File: src/rtl/psram_port_arbiter.sv
// Shares one PSRAM controller command port between a burst writer and a burst reader,
// sequencing command issue, data beats and the mandatory inter-command gap with round-robin grants.
module psram_port_arbiter #(
    parameter int ADDR_W      = 21,
    parameter int DATA_W      = 32,
    parameter int BURST_BEATS = 8,
    parameter int CMD_GAP     = 14,
    parameter int RD_TIMEOUT  = 63
) (
    input  logic                clk,
    input  logic                rst,
    input  logic                init_done,
    input  logic                wr_req,
    input  logic [ADDR_W-1:0]   wr_addr,
    input  logic [DATA_W-1:0]   wr_data_in,
    output logic                wr_grant,
    output logic                wr_data_rd,
    input  logic                rd_req,
    input  logic [ADDR_W-1:0]   rd_addr,
    output logic                rd_grant,
    output logic [DATA_W-1:0]   rd_word,
    output logic                rd_word_valid,
    output logic                rd_done,
    output logic                cmd,
    output logic                cmd_en,
    output logic [ADDR_W-1:0]   addr,
    output logic [DATA_W-1:0]   wr_data,
    output logic [DATA_W/8-1:0] data_mask,
    input  logic [DATA_W-1:0]   rd_data,
    input  logic                rd_data_valid,
    output logic                busy,
    output logic                error
);

    localparam int BEAT_W = $clog2(BURST_BEATS + 1);
    localparam int GAP_W  = $clog2(CMD_GAP + 1);
    localparam int WAIT_W = $clog2(RD_TIMEOUT + 1);

    localparam logic [BEAT_W-1:0] BEAT_LAST = BEAT_W'(BURST_BEATS - 1);
    localparam logic [GAP_W-1:0]  GAP_LAST  = GAP_W'(CMD_GAP - 1);
    localparam logic [WAIT_W-1:0] WAIT_LAST = WAIT_W'(RD_TIMEOUT);

    typedef enum logic [2:0] {
        ST_INIT,
        ST_ARB,
        ST_WR_BURST,
        ST_RD_WAIT,
        ST_RD_DATA,
        ST_GAP
    } state_t;

    state_t              state_q, state_d;
    logic [BEAT_W-1:0]   beat_q, beat_d;
    logic [GAP_W-1:0]    gap_q, gap_d;
    logic [WAIT_W-1:0]   wait_q, wait_d;
    logic                last_wr_q, last_wr_d;
    logic                error_q, error_d;
    logic [DATA_W-1:0]   rd_word_q, rd_word_d;
    logic                rd_word_valid_q, rd_word_valid_d;
    logic                rd_done_q, rd_done_d;
    logic [DATA_W-1:0]   wr_data_q, wr_data_d;
    logic                rd_accept;

    always_comb begin
        state_d         = state_q;
        beat_d          = beat_q;
        gap_d           = '0;
        wait_d          = '0;
        last_wr_d       = last_wr_q;
        error_d         = error_q;
        rd_word_d       = rd_word_q;
        rd_word_valid_d = 1'b0;
        rd_done_d       = 1'b0;
        wr_grant        = 1'b0;
        rd_grant        = 1'b0;
        cmd_en          = 1'b0;
        cmd             = 1'b0;
        addr            = '0;
        wr_data_rd      = 1'b0;
        rd_accept       = 1'b0;

        case (state_q)
            ST_INIT: begin
                if (init_done) state_d = ST_ARB;
            end
            ST_ARB: begin
                if (init_done && (wr_req || rd_req)) begin
                    // Write wins when alone or when the previous grant went to the reader.
                    if (wr_req && (!rd_req || !last_wr_q)) begin
                        wr_grant   = 1'b1;
                        cmd_en     = 1'b1;
                        cmd        = 1'b1;
                        addr       = wr_addr;
                        wr_data_rd = 1'b1;
                        last_wr_d  = 1'b1;
                        beat_d     = BEAT_W'(1);
                        state_d    = (BURST_BEATS == 1) ? ST_GAP : ST_WR_BURST;
                    end else begin
                        rd_grant  = 1'b1;
                        cmd_en    = 1'b1;
                        addr      = rd_addr;
                        last_wr_d = 1'b0;
                        beat_d    = '0;
                        wait_d    = WAIT_W'(1);
                        state_d   = ST_RD_WAIT;
                    end
                end
            end
            ST_WR_BURST: begin
                wr_data_rd = 1'b1;
                beat_d     = beat_q + 1'b1;
                if (beat_q == BEAT_LAST) state_d = ST_GAP;
            end
            ST_RD_WAIT: begin
                if (rd_data_valid) begin
                    rd_accept = 1'b1;
                    beat_d    = BEAT_W'(1);
                    if (BURST_BEATS == 1) begin
                        rd_done_d = 1'b1;
                        state_d   = ST_GAP;
                    end else begin
                        state_d = ST_RD_DATA;
                    end
                end else if (wait_q == WAIT_LAST) begin
                    error_d   = 1'b1;
                    rd_done_d = 1'b1;
                    state_d   = ST_GAP;
                end else begin
                    wait_d = wait_q + 1'b1;
                end
            end
            ST_RD_DATA: begin
                if (rd_data_valid) begin
                    rd_accept = 1'b1;
                    beat_d    = beat_q + 1'b1;
                    if (beat_q == BEAT_LAST) begin
                        rd_done_d = 1'b1;
                        state_d   = ST_GAP;
                    end
                end
            end
            ST_GAP: begin
                gap_d = gap_q + 1'b1;
                if (gap_q == GAP_LAST) state_d = ST_ARB;
            end
            default: state_d = ST_INIT;
        endcase

        // Any valid not consumed by an active read burst is a protocol fault.
        if (rd_data_valid && !rd_accept) error_d = 1'b1;
        rd_word_valid_d = rd_accept;
        if (rd_accept) rd_word_d = rd_data;

        wr_data_d = wr_data_rd ? wr_data_in : wr_data_q;
    end

    always_ff @(posedge clk) begin
        if (rst) begin
            state_q         <= ST_INIT;
            beat_q          <= '0;
            gap_q           <= '0;
            wait_q          <= '0;
            last_wr_q       <= 1'b0;
            error_q         <= 1'b0;
            rd_word_q       <= '0;
            rd_word_valid_q <= 1'b0;
            rd_done_q       <= 1'b0;
            wr_data_q       <= '0;
        end else begin
            state_q         <= state_d;
            beat_q          <= beat_d;
            gap_q           <= gap_d;
            wait_q          <= wait_d;
            last_wr_q       <= last_wr_d;
            error_q         <= error_d;
            rd_word_q       <= rd_word_d;
            rd_word_valid_q <= rd_word_valid_d;
            rd_done_q       <= rd_done_d;
            wr_data_q       <= wr_data_d;
        end
    end

    assign wr_data       = wr_data_d;
    assign rd_word       = rd_word_q;
    assign rd_word_valid = rd_word_valid_q;
    assign rd_done       = rd_done_q;
    assign error         = error_q;
    assign data_mask     = '0;
    // INIT is reported idle so every output reads 0 straight out of reset.
    assign busy          = (state_q != ST_ARB) && (state_q != ST_INIT);

endmodule
File: config.mk
export PLATFORM = sky130hd
export DESIGN_NAME = psram_port_arbiter
export DESIGN_NICKNAME = d
export VERILOG_FILES = /design/src/rtl/psram_port_arbiter.sv
export SDC_FILE = /design/constraint.sdc
export NUM_CORES = 1
export LEC_CHECK = 0
export BUFFER_PORTS_ARGS = -buffer_cell sky130_fd_sc_hd__buf_2
export CORE_UTILIZATION = 42
export CTS_BUF_LIST = sky130_fd_sc_hd__clkbuf_8
export DETAILED_ROUTE_END_ITERATION = 12
export GPL_TIMING_DRIVEN = 0
export PLACE_DENSITY = 0.82
export SYNTH_ARGS = -nofsm -noshare
export SYNTH_HDL_FRONTEND = slang
export SYNTH_SLANG_ARGS = --single-unit
File: constraint.sdc
create_clock -name clk -period 1.9 [get_ports clk]
set_clock_uncertainty 0.15 [all_clocks]
set_input_delay 0.38 -clock clk [delete_from_list [all_inputs] [get_ports clk]]
set_output_delay 0.38 -clock clk [all_outputs]
set_load 0.02 [all_outputs]
==> flow_summary_export.csv, run 1 <==
group,metric,value,unit
status,run_status,"finished, violations left",
status,violated_checks,"setup timing",
yosys,post_synth_main_area_contributors,"dfxtp_1 45%, mux2_4 11%, nand2_1 7.0%",
finish,final_net_count,784,
timing,maxSlewViolCount,0,
power_and_ir_drop,power_density,808,mW/mm2
worst_setup_path,critical_path_arrival,2000,ps
die,die_width,97.4,um
finish,post_layout_nonfiller_instances,781,
routing,routed.top_layer,"met4",
routing,drt_iter0_markers,149,
yosys,synth_top_flop_cell,"dfxtp_1",
timing,max_clock_freq,0.396,GHz
timing,grt_setup_unrepaired,"yes",
clock_network,cts_inserted_buffers,9,
grt,first_pass_grt_wire_length,17.1,mm
die,core-area,0.00876,mm2
worst_setup_path,timing.setup.critical_path_class,"flop to output port",
worst_setup_path,crit_path_end_kind,"output port",
clock_network,root_buffer,"clkbuf_8",
yosys,synth-async-reset-ratio,0,
clock_network,htree_levels,3,
power_and_ir_drop,vdd_drop_max,0.000376,V
placement,port_buffers,203,
yosys,seq_area_frac_synth,0.445,
clock_network,clk-insertion-delay-late,350,ps
die,initial_utilization,0.436,
yosys,yosys.area.top_type,"dfxtp_1",
clock_network,clk_pin_slew,100,ps
die,row_count,34,
finish,final_util,0.743,
placement,dpl.hpwl,7.33,mm
routing,via_count,3961,
routing,wire_length_after_detailed_routing,12.2,mm
yosys,synth_edf_count,0,
grt,grt_util_all_layers,0.221,
timing,worst-slew-pin-transition,513,ps
yosys,synth.lib_cells_used.distinct,48,
run,maxCapViolCount,0,
worst_setup_path,crit_fanout,7,
routing,wl_met1,4.43,mm
grt,first_global_vias,3785,
finish,layout.cells.most_common,"buf_2",
hold_path,min-delay-path-class,"input pin to flop",
grt,grt_antenna_before_repair,0,
timing,finalSetupViolCount,71,
finish,final_area,0.00651,mm2
placement,gp_congestion,0.885,
finish,fillers,565,
routing,wl_met2,6.83,mm
yosys,syn_area_per_cell,9.46,um2
routing,detail_route.wl_per_cell,15.6,um
timing,timing.final.crit_share,1.33,
worst_setup_path,cp_data_required_time,1370,ps
worst_setup_path,critPathLaunchType,"flop",
grt,largest_net_degree_at_the_start_of_global_routing,17,
timing,fin_ws,-627,ps
clock_network,ctsLongestPathBuffers,2,
clock_network,clock_tree_from_tritoncts,"built",
placement,dpl_worst_slack,-586,ps
timing,relSlewSlack,0.658,
die,boundaryPins,210,
finish,top_library_cells_by_usage_in_the_layout_fill_and_taps_aside,"147 x buf_2, 81 x dfxtp_1, 75 x buf_6",
yosys,postSynthCellCount,404,
yosys,netlist_area_before_placement,0.00382,mm2
finish,antenna_cells_inserted,0,
yosys,ys_ff_latch,85,
routing,route.antenna.remaining_nets,0,
placement,place.detailed.instances,718,
clock_network,cts.sink_count,85,
routing,vias_per_cell,5.07,
power_and_ir_drop,cellLeakagePower,3.09,nW
routing,detail_route.drc_violations,0,
placement,detailed_place.area,0.00520,mm2
routing,wl_met3,641,um
timing,worst_hold_slack,104,ps
timing,finalWorstPathRequiredPeriod,2530,ps
grt,overflow_left_after_global_routing,0,
finish,area_growth_synth_to_finish,70.4,%
yosys,synth_largest_type_area_fraction,0.445,
yosys,synth_warnings,0,
finish,final_layout_size_suffix_gt1_frac,0.579,
timing,final-hold-violation-count,0,
die,die-height,97.4,um
die,die_area,0.00949,mm2
routing,drt_first_pass_iters,4,
final timing paths:
check | start | endpoint | slack (ps) | cells after the start
worst max-delay path | last_wr_q | wr_data[3] | -630 | 7
worst min register to register | rd_word[27] | rd_word[27] | 310 | 2
worst max register to register | last_wr_q | wr_data_q[2] | -130 | 8
worst min-delay path | rd_data[16] | rd_word[16] | 100 | 3
synth_stat cells, types with 2 or more instances:
| cell | n |
|---|---|
| a21oi_1 | 37 |
| inv_1 | 7 |
| nor3_1 | 4 |
| and2_1 | 33 |
| and3b_1 | 2 |
| nor2_1 | 18 |
| nand2b_1 | 7 |
| and3_1 | 2 |
| buf_2 | 13 |
| dfxtp_1 | 85 |
| nor2b_1 | 3 |
| buf_6 | 4 |
| a22o_1 | 22 |
| nand2_1 | 71 |
| o2111a_1 | 2 |
| nand3b_1 | 2 |
| clkbuf_1 | 10 |
| mux2i_1 | 3 |
| mux2_2 | 3 |
| ha_1 | 4 |
| mux2_4 | 29 |
| xor2_1 | 3 |
| nand3_1 | 6 |
| xnor2_1 | 3 |
| a21boi_1 | 2 |
| o21ai_0 | 2 |
| buf_4 | 6 |
power by group:
part           switching (mW)  internal (mW)
Clock                   0.682          0.490
Combinational           0.948           1.20
Sequential             0.0502           1.89
Total                    1.68           3.58
registers in the layout (all words and copies together) (netlist names), 3 cells and up:
signal and cells:
wait_q 6, gap_q 4, beat_q 4, wr_data_q 32
state_q 3, rd_word 32
timing repair:
item,4_1_cts,5_1_grt
pin swaps,8,27
gates cloned,3,3
endpoints found under the setup margin,88,126
resized for setup,120,93
hold buffers,0,0
buffers inserted,20,24
critical path, stage by stage (launching register included):
cell and delay, ps:
dfxtp_4 360, a21boi_4 140, nand4b_1 180, a21oi_4 180, buf_12 160, clkbuf_16 160, mux2_4 320, buf_6 140
metal layers:
metal | GRT usage | up-vias
met2 | 0.420 | 182
li1 | - | 1887
met1 | 0.237 | 1866
met5 | 0 | -
met4 | 0.0894 | 0
met3 | 0.0432 | 26
kinds of logic (layout without fill, tap and decap cells):
logic type | count (synthesis) | count (layout) | share of synthesized area
AOI/OAI and AO/OA | 79 | 79 | 0.143
other | 1 | 4 | 0.000981
muxes | 35 | 35 | 0.131
buffers and inverters | 41 | 307 | 0.0586
adders and majority gates | 4 | 4 | 0.0131
and+or+nand+nor | 153 | 153 | 0.195
DFF | 85 | 85 | 0.445
xor gates and xnor gates | 6 | 6 | 0.0138
through the flow:
| stage | TNS (ps) | power (mW) |
|---|---|---|
| 2_1_floorplan | -4000 | 2.96 |
| 3_3_place_gp | -28900 | 3.33 |
| 3_5_place_dp | -32570 | 3.36 |
| 4_1_cts | -32440 | 4.86 |
| 5_1_grt | -37940 | 5.50 |
| 6_report | -32120 | 5.26 |
final cells by class:
cell class                      instances  area, um2  share of cell area
Buffer                                 33        293              0.0450
Timing Repair Buffer                  251       1930               0.297
Inverter                                7       26.3             0.00403
Tap cell                              108        135              0.0207
Multi-Input combinational cell        281       2230               0.343
Sequential cell                        85       1710               0.263
Clock buffer                            9        124              0.0190
Clock inverter                          7       57.6             0.00884
Power figures use the tool's default switching activity.
==> inputs of run 2 (changes only) <==
BUFFER_PORTS_ARGS = default   (was -buffer_cell sky130_fd_sc_hd__buf_2)
CORE_UTILIZATION = 57   (was 42)
CTS_BUF_LIST = default   (was sky130_fd_sc_hd__clkbuf_8)
DONT_BUFFER_PORTS = 1   (was default)
PLACE_DENSITY = 0.78   (was 0.82)
==> flow_summary_export.csv, run 2 (synthesis results as in run 1) <==
group,metric,value,unit
worst_setup_path,critical_path_arrival,1880,ps
die,row_count,29,
routing,routed.top_layer,"met4",
clock_network,htree_levels,3,
timing,fin_ws,-511,ps
routing,wire_length_after_detailed_routing,10.8,mm
routing,vias_per_cell,5.83,
grt,largest_net_degree_at_the_start_of_global_routing,17,
timing,timing.final.crit_share,1.27,
power_and_ir_drop,vdd_drop_max,0.000502,V
die,die-height,83.9,um
power_and_ir_drop,power_density,966,mW/mm2
run,maxCapViolCount,0,
timing,finalWorstPathRequiredPeriod,2410,ps
timing,final-hold-violation-count,0,
power_and_ir_drop,post-layout-total-power,5.10,mW
worst_setup_path,timing.setup.critical_path_class,"flop to output port",
die,boundaryPins,210,
worst_setup_path,r2r-start,"state_q[1]",
timing,grt_setup_unrepaired,"yes",
routing,detail_route.drc_violations,24,
grt,first_global_vias,3266,
finish,area_growth_synth_to_finish,38.2,%
clock_network,clk-insertion-delay-late,350,ps
routing,detail_route.wl_per_cell,19.2,um
grt,grt_antenna_before_repair,0,
timing,finalSetupViolCount,82,
worst_setup_path,crit_path_end_kind,"output port",
grt,first_pass_grt_wire_length,15.6,mm
routing,wl_met2,5.92,mm
timing,maxSlewViolCount,0,
die,die_width,83.9,um
routing,wl_met1,3.83,mm
grt,overflow_left_after_global_routing,0,
power_and_ir_drop,cellLeakagePower,2.19,nW
hold_path,holdPathEnd,"rd_word[29]",
clock_network,ctsLongestPathBuffers,2,
finish,final_layout_size_suffix_gt1_frac,0.366,
grt,grt_util_all_layers,0.280,
hold_path,min-delay-path-class,"input pin to flop",
worst_setup_path,crit-reg2reg-capture,"beat_q[3]",
clock_network,cts.sink_count,85,
routing,via_count,3288,
die,die_area,0.00704,mm2
finish,top_library_cells_by_usage_in_the_layout_fill_and_taps_aside,"81 x dfxtp_1, 70 x nand2_1, 36 x buf_4, 36 x a21oi_1, 32 x mux2_4",
worst_setup_path,reg2reg_depth,7,
worst_setup_path,crit_fanout,6,
worst_setup_path,r2r_setup_slack,-100,ps
timing,max_clock_freq,0.415,GHz
timing,final.setup.tns,-25570,ps
die,initial_utilization,0.595,
finish,final_net_count,598,
clock_network,cts_inserted_buffers,9,
status,violated_checks,"DRC, setup timing",
placement,dpl_worst_slack,-257,ps
timing,worst-slew-pin-transition,521,ps
routing,wl_met3,825,um
placement,gp_congestion,0.831,
worst_setup_path,critPathLaunchType,"flop",
routing,drt_iter0_markers,165,
hold_path,holdCritStartpoint,"rd_data[29]",
placement,dpl.hpwl,6.33,mm
hold_path,hold-path-cell-count,2,
routing,drt_first_pass_iters,8,
clock_network,clock_tree_from_tritoncts,"built",
finish,layout.cells.most_common,"dfxtp_1",
die,core-area,0.00642,mm2
status,run_status,"finished, violations left",
clock_network,clk_pin_slew,90,ps
clock_network,root_buffer,"clkbuf_8",
routing,route.antenna.remaining_nets,0,
worst_setup_path,cp_data_required_time,1370,ps
placement,port_buffers,0,
finish,antenna_cells_inserted,0,
timing,relSlewSlack,0.652,
## run 2: changes by cell type in the layout (fill, tap and decap cells not counted), sizes merged
cell / previous run / this run
dlygate4sd3: 0 / 23
inv: 9 / 11
buf: 268 / 63
clkinv: 3 / 0
clkbuf: 25 / 21
clkinvlp: 2 / 0
bufinv: 0 / 3
## run 2: layout make-up
class / instances / area [um2]
plain buffers: 31 / 272
clock buffers: 9 / 124
clock inverters: 7 / 128
fillers: 365 / 1140
inverters: 7 / 28.8
multi-input cells: 281 / 2240
flip-flops and latches: 85 / 1710
well taps: 77 / 96.3
repair buffers: 67 / 688
## run 2: layer usage
| metal | vias up | global-route usage |
|---|---|---|
| met5 | - | 0 |
| met4 | 0 | 0.118 |
| met3 | 28 | 0.0663 |
| met2 | 181 | 0.528 |
| met1 | 1558 | 0.294 |
| li1 | 1521 | - |
## run 2: worst max-delay path by stage
| stage | start | cells past startpoint | to |
|---|---|---|---|
| detailed placement | wr_req | 5 | wr_data[4] |
| floorplan | wr_req | 5 | wr_data[22] |
| CTS | last_wr_q | 6 | wr_data[28] |
| finish | last_wr_q | 6 | wr_data[23] |
| global route | last_wr_q | 6 | wr_data[29] |
| global placement | wr_req | 5 | wr_data[15] |
## run 2: per-stage QoR
stage / std cells / instance area [um2] / util / hold slack, ps
6_report: 564 / 5280 / 0.823 / 12.0
5_1_grt: 564 / 5280 / 0.823 / 4.38
4_1_cts: 549 / 5150 / 0.801 / 0.712
3_5_place_dp: 484 / 4150 / 0.646 / 307
3_3_place_gp: 484 / 4150 / 0.646 / 300
2_1_floorplan: 407 / 4050 / - / 284
## run 2: timing repair
item                                   CTS  global route
setup endpoints to repair               87           124
buffers inserted                        22            23
pin swaps                               10            29
gates resized for setup                 57            38
endpoints found under the hold margin   21             2
gates cloned                             6             1
hold buffers                            21             2
## run 2: critical path, stage by stage, from the launching register on
cell,delay [ps]
dfxtp_2,350
a21boi_4,140
nand4b_1,170
a21oi_4,220
buf_6,160
buf_12,140
mux2_4,350
## run 2: where the power goes
part | switching, mW | leakage (nW) | total, mW | internal (mW)
logic | 0.763 | 1.38 | 1.54 | 0.781
registers | 0.0835 | 0.690 | 1.97 | 1.89
clock network | 0.689 | 0.127 | 1.59 | 0.897
total | 1.54 | 2.19 | 5.10 | 3.57
